$ cat config.mk
export PLATFORM = sky130hd
export DESIGN_NAME = s382_run_ctrl
export DESIGN_NICKNAME = d
export VERILOG_FILES = /design/src/rtl/s382_run_ctrl.sv
export SDC_FILE = /design/constraint.sdc
export NUM_CORES = 1
export LEC_CHECK = 0
export CORE_MARGIN = 3
export CORE_UTILIZATION = 42
export DETAILED_ROUTE_END_ITERATION = 16
export GPL_ROUTABILITY_DRIVEN = 1
export PLACE_DENSITY_LB_ADDON = 0.12
export SETUP_SLACK_MARGIN = 0.5
export SLEW_MARGIN = 20
export SYNTH_ARGS = -nofsm -noshare
export SYNTH_HDL_FRONTEND = slang
export SYNTH_SLANG_ARGS = --single-unit
$ cat constraint.sdc
create_clock -name CK -period 2.2 [get_ports CK]
set_clock_uncertainty 0.15 [all_clocks]
set_input_delay 0.22 -clock CK [delete_from_list [all_inputs] [get_ports CK]]
set_output_delay 0.22 -clock CK [all_outputs]
set_load 0.02 [all_outputs]
$ cat src/rtl/s382_run_ctrl.sv
// Run controller for an s382 core: steps the core with one gated clock per stored
// stimulus vector and returns each captured output word over a valid/ready channel.
module s382_run_ctrl #(
  parameter int DEPTH  = 16,
  parameter int AW     = 4,
  parameter int SETTLE = 2
) (
  input  logic          CK,
  input  logic          RN,
  input  logic          wr_en,
  input  logic [AW-1:0] wr_addr,
  input  logic [2:0]    wr_data,
  input  logic [AW:0]   nvec,
  input  logic          start,
  input  logic          abort,
  output logic          busy,
  output logic          done,
  output logic [2:0]    dut_in,
  output logic          dut_ck_en,
  input  logic [5:0]    dut_out,
  output logic          res_valid,
  input  logic          res_ready,
  output logic [5:0]    res_data,
  output logic [AW-1:0] res_idx
);

  localparam logic [2:0] S_IDLE    = 3'd0;
  localparam logic [2:0] S_APPLY   = 3'd1;
  localparam logic [2:0] S_PRE     = 3'd2;
  localparam logic [2:0] S_STEP    = 3'd3;
  localparam logic [2:0] S_POST    = 3'd4;
  localparam logic [2:0] S_CAPTURE = 3'd5;
  localparam logic [2:0] S_DONE    = 3'd6;

  localparam logic [3:0]  SETTLE_M1 = 4'(SETTLE - 1);
  localparam logic [AW:0] DEPTH_V   = (AW+1)'(DEPTH);
  localparam logic [AW:0] IDX_ZERO  = {(AW+1){1'b0}};
  localparam logic [AW:0] IDX_ONE   = {{AW{1'b0}}, 1'b1};

  logic [2:0]    state_q, state_d;
  logic [3:0]    cnt_q, cnt_d;
  logic [AW:0]   idx_q, idx_d;
  logic [AW:0]   nvec_q, nvec_d;
  logic [2:0]    dut_in_q, dut_in_d;
  logic          res_valid_q, res_valid_d;
  logic [5:0]    res_data_q, res_data_d;
  logic [AW-1:0] res_idx_q, res_idx_d;
  logic [AW:0]   idx_inc_s;
  logic [2:0]    mem_q [DEPTH];

  assign idx_inc_s = idx_q + IDX_ONE;

  // Next-state and datapath update; abort overrides everything outside IDLE.
  always_comb begin
    state_d     = state_q;
    cnt_d       = cnt_q;
    idx_d       = idx_q;
    nvec_d      = nvec_q;
    dut_in_d    = dut_in_q;
    res_valid_d = res_valid_q;
    res_data_d  = res_data_q;
    res_idx_d   = res_idx_q;
    if (state_q != S_IDLE && abort) begin
      state_d     = S_IDLE;
      res_valid_d = 1'b0;
      cnt_d       = 4'd0;
    end else begin
      case (state_q)
        S_IDLE: begin
          if (start && nvec != IDX_ZERO) begin
            nvec_d   = (nvec > DEPTH_V) ? DEPTH_V : nvec;
            idx_d    = IDX_ZERO;
            dut_in_d = mem_q[0];
            state_d  = S_APPLY;
          end else if (start) begin
            state_d = S_DONE;
          end else begin
            state_d = S_IDLE;
          end
        end
        S_APPLY: begin
          cnt_d   = SETTLE_M1;
          state_d = S_PRE;
        end
        S_PRE: begin
          if (cnt_q == 4'd0) begin
            state_d = S_STEP;
          end else begin
            cnt_d = cnt_q - 4'd1;
          end
        end
        S_STEP: begin
          cnt_d   = SETTLE_M1;
          state_d = S_POST;
        end
        S_POST: begin
          if (cnt_q == 4'd0) begin
            res_data_d  = dut_out;
            res_idx_d   = idx_q[AW-1:0];
            res_valid_d = 1'b1;
            state_d     = S_CAPTURE;
          end else begin
            cnt_d = cnt_q - 4'd1;
          end
        end
        S_CAPTURE: begin
          if (res_valid_q && res_ready) begin
            res_valid_d = 1'b0;
            idx_d       = idx_inc_s;
            if (idx_inc_s == nvec_q) begin
              state_d = S_DONE;
            end else begin
              dut_in_d = mem_q[idx_inc_s[AW-1:0]];
              state_d  = S_APPLY;
            end
          end else begin
            state_d = S_CAPTURE;
          end
        end
        S_DONE:  state_d = S_IDLE;
        default: state_d = S_IDLE;
      endcase
    end
  end

  // Control and result registers.
  always_ff @(posedge CK or negedge RN) begin
    if (!RN) begin
      state_q     <= S_IDLE;
      cnt_q       <= 4'd0;
      idx_q       <= IDX_ZERO;
      nvec_q      <= IDX_ZERO;
      dut_in_q    <= 3'd0;
      res_valid_q <= 1'b0;
      res_data_q  <= 6'd0;
      res_idx_q   <= {AW{1'b0}};
    end else begin
      state_q     <= state_d;
      cnt_q       <= cnt_d;
      idx_q       <= idx_d;
      nvec_q      <= nvec_d;
      dut_in_q    <= dut_in_d;
      res_valid_q <= res_valid_d;
      res_data_q  <= res_data_d;
      res_idx_q   <= res_idx_d;
    end
  end

  // Stimulus memory survives reset so a reset run can be replayed.
  always_ff @(posedge CK) begin
    if (wr_en && state_q == S_IDLE) begin
      mem_q[wr_addr] <= wr_data;
    end
  end

  assign busy      = (state_q != S_IDLE);
  assign done      = (state_q == S_DONE);
  assign dut_ck_en = (state_q == S_STEP);
  assign dut_in    = dut_in_q;
  assign res_valid = res_valid_q;
  assign res_data  = res_data_q;
  assign res_idx   = res_idx_q;

endmodule

# [Word-level counts from Yosys, hierarchy flattened]
# Memory sizes are Yosys's and may differ from the RTL's.
# Cells that the tools add are included.
[word_totals] regBits=31 mem_bits_rw=48 inputBits=24 wordCells=72 mem_count=1
[op_classes] addsub=2 order_cmp=1 eq_ne=14 n_mux=25 bitwise=1 n_reduce_logical=20
[mem_list] memory="mem_q" words=16 word_bits=3 rd=2 rd_clocked_by_memory_dff=0 wr=1 line_no="49" rtl="logic [2:0] mem_q [DEPTH];"
[op_table] cell="2-to-1 mux 3 bit" count=10
[op_table] cell="one-hot mux 3 bit (6 select lines)" count=1
[op_table] cell="2-to-1 mux 5 bit" count=3
[op_table] cell="!= test 3 bit (second input constant)" count=4
[op_table] cell="one-hot mux 5 bit (2 select lines)" count=1
[op_table] cell="equality test 3 bit (second input constant)" count=3
[op_table] cell="AND reduction 3 bit" count=3
[op_table] cell="nonzero test 3 bit" count=3
[op_table] cell="2-to-1 mux 4 bit" count=2
[op_table] cell="one-hot mux 4 bit (2 select lines)" count=1
[op_table] cell="equality test 3 x 2 -> 1 bit (second input constant)" count=2
[op_table] cell="!= test 2 bit (second input constant)" count=3
[op_table] cell="one-hot mux 3 bit (2 select lines)" count=1
[op_table] cell="adder 5 x 1 -> 5 bit (second input constant)" count=1
[op_table] cell="equality test 5 bit" count=1
[op_table] cell="> comparator 5 bit (second input constant)" count=1
[op_table] cell="2-to-1 mux 1 bit" count=5
[op_table] cell="AND reduction 5 bit" count=1
[op_table] cell="nonzero test 5 bit" count=1
[op_table] cell="logical AND 1 bit" count=4
[op_table] cell="zero test 4 bit" count=1
[op_table] cell="AND reduction 2 bit" count=2
[op_table] cell="AND reduction 4 bit" count=1
[op_table] cell="OR reduction 2 bit" count=2
[op_table] cell="6 further kinds" count=6

# [Logic depth before layout (Yosys ltp)]
# Gate-level depths: netlist (run 1).
[depth] depth_word=6 mapped_depth=7 mapped_depth_nobuf=7

# [Least setup slack after synthesis (run 1)]
# No wires, ideal clock.
[synth_timing] kind="register to register" from="reg state_q[2]" to="mem mem_q[0][0] (enable)" setup_time_ns=0.345 arrival_time_ns=1.500 slack_ns=0.205 stages_incl_launch_ff=6 cell_sequence="dfrtp_1 buf_2 nor3_2 nand2_1 or3_1 nor3_1"
[synth_via] elab_chain_len=4
[synth_rtl] element="start: declaration" line_no="40" rtl="logic [2:0] state_q, state_d;"
[synth_rtl] element="start signal: assignment" line_no="138" rtl="state_q <= state_d;"
[synth_rtl] element="zero test 3 bit" line_no="151" rtl="if (wr_en && state_q == S_IDLE) begin"
[synth_rtl] element="logical AND 1 bit" line_no="151"
[synth_rtl] element="2-to-1 mux 1 bit" line_no="151"
[synth_rtl] element="2-to-1 mux 1 bit (not written as such)" line_no="152" rtl="mem_q[wr_addr] <= wr_data;"
[synth_rtl] element="end: declaration" line_no="49"
# Every way passes these cells.

# [Worst setup path after layout (run 1)]
[layout_timing] from="reg state_q[0]" to="mem mem_q[0][0] (enable)"
# The elaborated chain is that of the path after synthesis.

==> results of run 1 <==
==> cell families after synthesis <==
kind of cell / after synthesis / synth area share
DFF: 79 / 0.5768
AOI/OAI and AO/OA: 60 / 0.1100
adders and majority gates: 2 / 0.006509
and+or+nand+nor: 112 / 0.1579
xor gates and xnor gates: 12 / 0.03320
buffers and inverters: 27 / 0.04232
muxes: 27 / 0.07324
==> area by class of cell <==
| type | count | share of cell area |
|---|---|---|
| sequential | 79 | 0.4049 |
| multi-input combinational | 213 | 0.3504 |
| timing repair buffer | 101 | 0.1823 |
| tap | 108 | 0.02464 |
| clock buffer | 11 | 0.02395 |
| inverter | 10 | 0.007755 |
| clock inverter | 5 | 0.006159 |
==> flip-flops by register name (all words and copies together), names as in the netlist <==
signal     cells
nvec_q         5
idx_q          5
res_valid      1
cnt_q          4
res_data       6
dut_in         3
state_q        3
res_idx        4
mem_q         48
==> report_power, final <==
| group | internal (mW) | switching [mW] | leakage [nW] |
|---|---|---|---|
| registers | 1.78 | 0.165 | 0.834 |
| clock network | 0.411 | 0.516 | 0.0813 |
| logic | 1.22 | 1.11 | 1.22 |
| total | 3.41 | 1.79 | 2.13 |
==> layout by cell type, fill, tap and decap left out, types with 6 or more instances in the layout <==
cell | synthesis | final
sky130_fd_sc_hd__nand2_1 | 21 | 14
sky130_fd_sc_hd__inv_1 | 10 | 6
sky130_fd_sc_hd__nor3_4 | 0 | 6
sky130_fd_sc_hd__nor2_4 | 0 | 14
sky130_fd_sc_hd__mux2_2 | 9 | 9
sky130_fd_sc_hd__a21oi_1 | 8 | 6
sky130_fd_sc_hd__buf_4 | 2 | 33
sky130_fd_sc_hd__clkbuf_8 | 0 | 9
sky130_fd_sc_hd__nor2_1 | 23 | 8
sky130_fd_sc_hd__nand2b_1 | 10 | 10
sky130_fd_sc_hd__buf_6 | 4 | 26
sky130_fd_sc_hd__dlymetal6s2s_1 | 0 | 6
sky130_fd_sc_hd__dfrtp_1 | 31 | 28
sky130_fd_sc_hd__mux2i_1 | 18 | 18
sky130_fd_sc_hd__edfxtp_1 | 48 | 48
sky130_fd_sc_hd__nand3_1 | 8 | 7
sky130_fd_sc_hd__dlygate4sd2_1 | 0 | 7
sky130_fd_sc_hd__clkdlybuf4s50_1 | 0 | 24
sky130_fd_sc_hd__o21ai_1 | 0 | 11
sky130_fd_sc_hd__nor2b_1 | 9 | 7
==> what timing repair did <==
action                                  4_1_cts  5_1_grt
cloned                                        1        3
buffers inserted                             20       18
resized for setup                            89       72
pin swaps                                    22       26
endpoints found under the setup margin       81       88
==> how the worst max path moves through the flow <==
stage                    start          end  cells past startpoint
global placement       nvec[4]     idx_q[0]                      7
detailed placement     nvec[4]     idx_q[2]                      7
floorplan             idx_q[1]    dut_in[0]                      7
global route          idx_q[0]    dut_in[1]                      6
CTS                   idx_q[0]    dut_in[1]                      6
finish              state_q[0]  mem_q[0][0]                      5
==> metal layers <==
metal  GRT usage  vias up  part of all wire  wire, um
met5           0        -                 0         0
met4     0.03885        0            0.0069        61
met3     0.04408        6             0.036       319
met2      0.2877       53              0.52      4640
met1      0.2139     1378              0.44      3870
li1            -     1382                 -         -
==> stage by stage <==
| step | total power [mW] | instance area, sq um | cells |
|---|---|---|---|
| floorplan | 2.972 | 3944 | 319 |
| global placement | 3.505 | 4482 | 469 |
| detailed placement | 3.524 | 4482 | 469 |
| CTS | 4.819 | 5075 | 506 |
| global route | 5.500 | 5485 | 527 |
| finish | 5.200 | 5485 | 527 |
==> out/results.txt, run 1 <==
The run finished with clean final reports. STA puts the critical path data required time at 2.08 ns. For the total area of sequential cells, the log shows 2221 sq um. The final number of hold-violating endpoints was 0; the number of synthesized flops with an enable pin was 48. The part of the cycle the worst path needs came out at 0.9152. For this design, the CTS-stage hold fixing added 0 buffers. After floorplanning, the core was sized to cover 8806 sq um.

In the final routed layout, each cell accounts on average for 16.87 um. Yosys attributes the largest share of cell area to sky130_fd_sc_hd__edfxtp_1 (38%), sky130_fd_sc_hd__dfrtp_1 (20%), sky130_fd_sc_hd__mux2i_1 (4.7%). The cell count of the worst reg-to-reg path was 5.

The number of library cell types mapped by synthesis was 55. STA classifies the critical path endpoint as a register. Input and output buffers added on the ports amount to 40. For the final hold slack, the log shows 0.1246 ns.

Overall overflow remaining after global route: 0. Setup repair after global routing could not meet its margin everywhere. Count of inserted antenna diode cells: 0. By instance count, the cell type seen most on the critical path is sky130_fd_sc_hd__nor3_4. TritonCTS built the clock tree. For this run, the leading register cell type out of synthesis is sky130_fd_sc_hd__edfxtp_1. The endpoint identified for the worst register-to-register timing path is mem_q[0][0]. For this block, the via count after detailed routing is 2819. The routed design has 8892 um of wire. Pin count of the biggest net entering global routing: 32. The post-detailed-route via-to-cell ratio works out to 5.349.

After routing, the total negative slack on setup checks comes to 0 ns. The synthesized design spends more area on one cell type than any other, namely sky130_fd_sc_hd__edfxtp_1. The remaining antenna violation count was 0; the minimum clock period was 2.013 ns. The cell area that synthesis handed to floorplanning was 3844 sq um.

The synthesized area per cell was 12.05 sq um. The setup slack of the critical path after layout is 0.1866 ns. The tools report the max-capacitance violation count as 0.

The logs give 10340 sq um for the floorplan die area and 1922 sq um for the area used by multi-input combinational logic. By instance count, the leading cell after synthesis is sky130_fd_sc_hd__edfxtp_1. The layout has 695 filler cells.

Clock transition at the registers of the reported paths: 0.08 ns. The pre-CTS setup slack is 0.03634 ns, and the count of buffer and inverter cells on the critical path is 1. The initial standard-cell utilization of the core was 0.4365. Summed over all cells, the static leakage comes to 2.130 nW.

Synthesis produced a netlist with a net count of 345. The tightest min-delay check is of the primary input to async pin type. Highest achievable clock rate: 496.7 MHz. The HPWL reported at the end of detailed placement came out at 5496 um. The later pin in the worst-skew pair is clocked with a latency of 0.35 ns. Clock tree synthesis selected as its root buffer the cell sky130_fd_sc_hd__clkbuf_8. After synthesis, the most frequently instantiated cells are sky130_fd_sc_hd__edfxtp_1 (48), sky130_fd_sc_hd__dfrtp_1 (31), sky130_fd_sc_hd__nor2_1 (23). The count of unresolved DRC violations after routing is 0. The tree built by TritonCTS fans out to 79 sinks. After synthesis the netlist holds a flip-flop and latch count of 79.

The congestion estimate from routability-driven global placement came to 0.7482. The area overhead of the layout relative to synthesis is 42.71%, and the synthesized instance count is 319. Category of the most critical setup path: register to register. VDD sags by at most 0.0005150 V. Setup violations remaining at the end of the flow were counted as 0. Among cell families on the critical path, the largest total delay comes from simple AND/OR/NAND/NOR gates.

The setup slack of the most critical reg-to-reg path was 0.19 ns. Number of I/O pins: 41. The number of antenna violations at the first check in global routing is 0, and the via count of the first global-routing pass is 2646. The run gives 3 as the number of H-tree levels.

The tools report the overall track demand over capacity in global routing as 0.1680. The tools report the share of the yosys chip area belonging to registers as 0.5768. Actual transition at the worst max-transition pin: 0.5959 ns. The proportion of synthesized flip-flops having asynchronous set or reset is 0.3924. Data on the critical path arrives at its endpoint at 1.89 ns. The proportion of netlist area held by the largest area contributor works out to 0.3750. TritonCTS created 9 clock buffers. The first global-routing pass estimated 13260 um of wire. The tools report the net total in the final layout as 440. The proportion of layout cells with a drive suffix above 1 was 0.3986. The die extent in x was 101.7 um; the detailed-router iteration count before antenna repair was 4. The floorplan has 34 rows. STA classifies the critical path startpoint as a register. The synthesis warning total came out at 0. The tools report the utilization after layout as 0.6229. Dividing total power by cell area gives a power density of 948.0 nW/um^2.

The run gives 0 as the total count of max-transition violations in the final report. On the worst path, the slowest cell contributes a delay of 0.43 ns. In this run the vertical extent of the chip is 101.7 um. The signal on the critical path passes through nor3_4 > buf_6 > nand2_4 > or3_4 > nor3_4. The first routing iteration left 86 violations. The slowest cell on the critical path was sky130_fd_sc_hd__dfrtp_1. The run gives 0.6015 as the headroom to the max-slew limit. The worst register-to-register path begins at state_q[0]. In this run the worst path has a maximum fanout of 4. No sink is reached through more buffers than the 2 on the longest clock path.
No activity file was read; power rests on OpenSTA's default activity.
==> run 2: changes to the inputs <==
CAP_MARGIN = 20   (was unset)
==> results of run 2 <==
No change in the layout: final DEF, timing and power equal those of run 1.
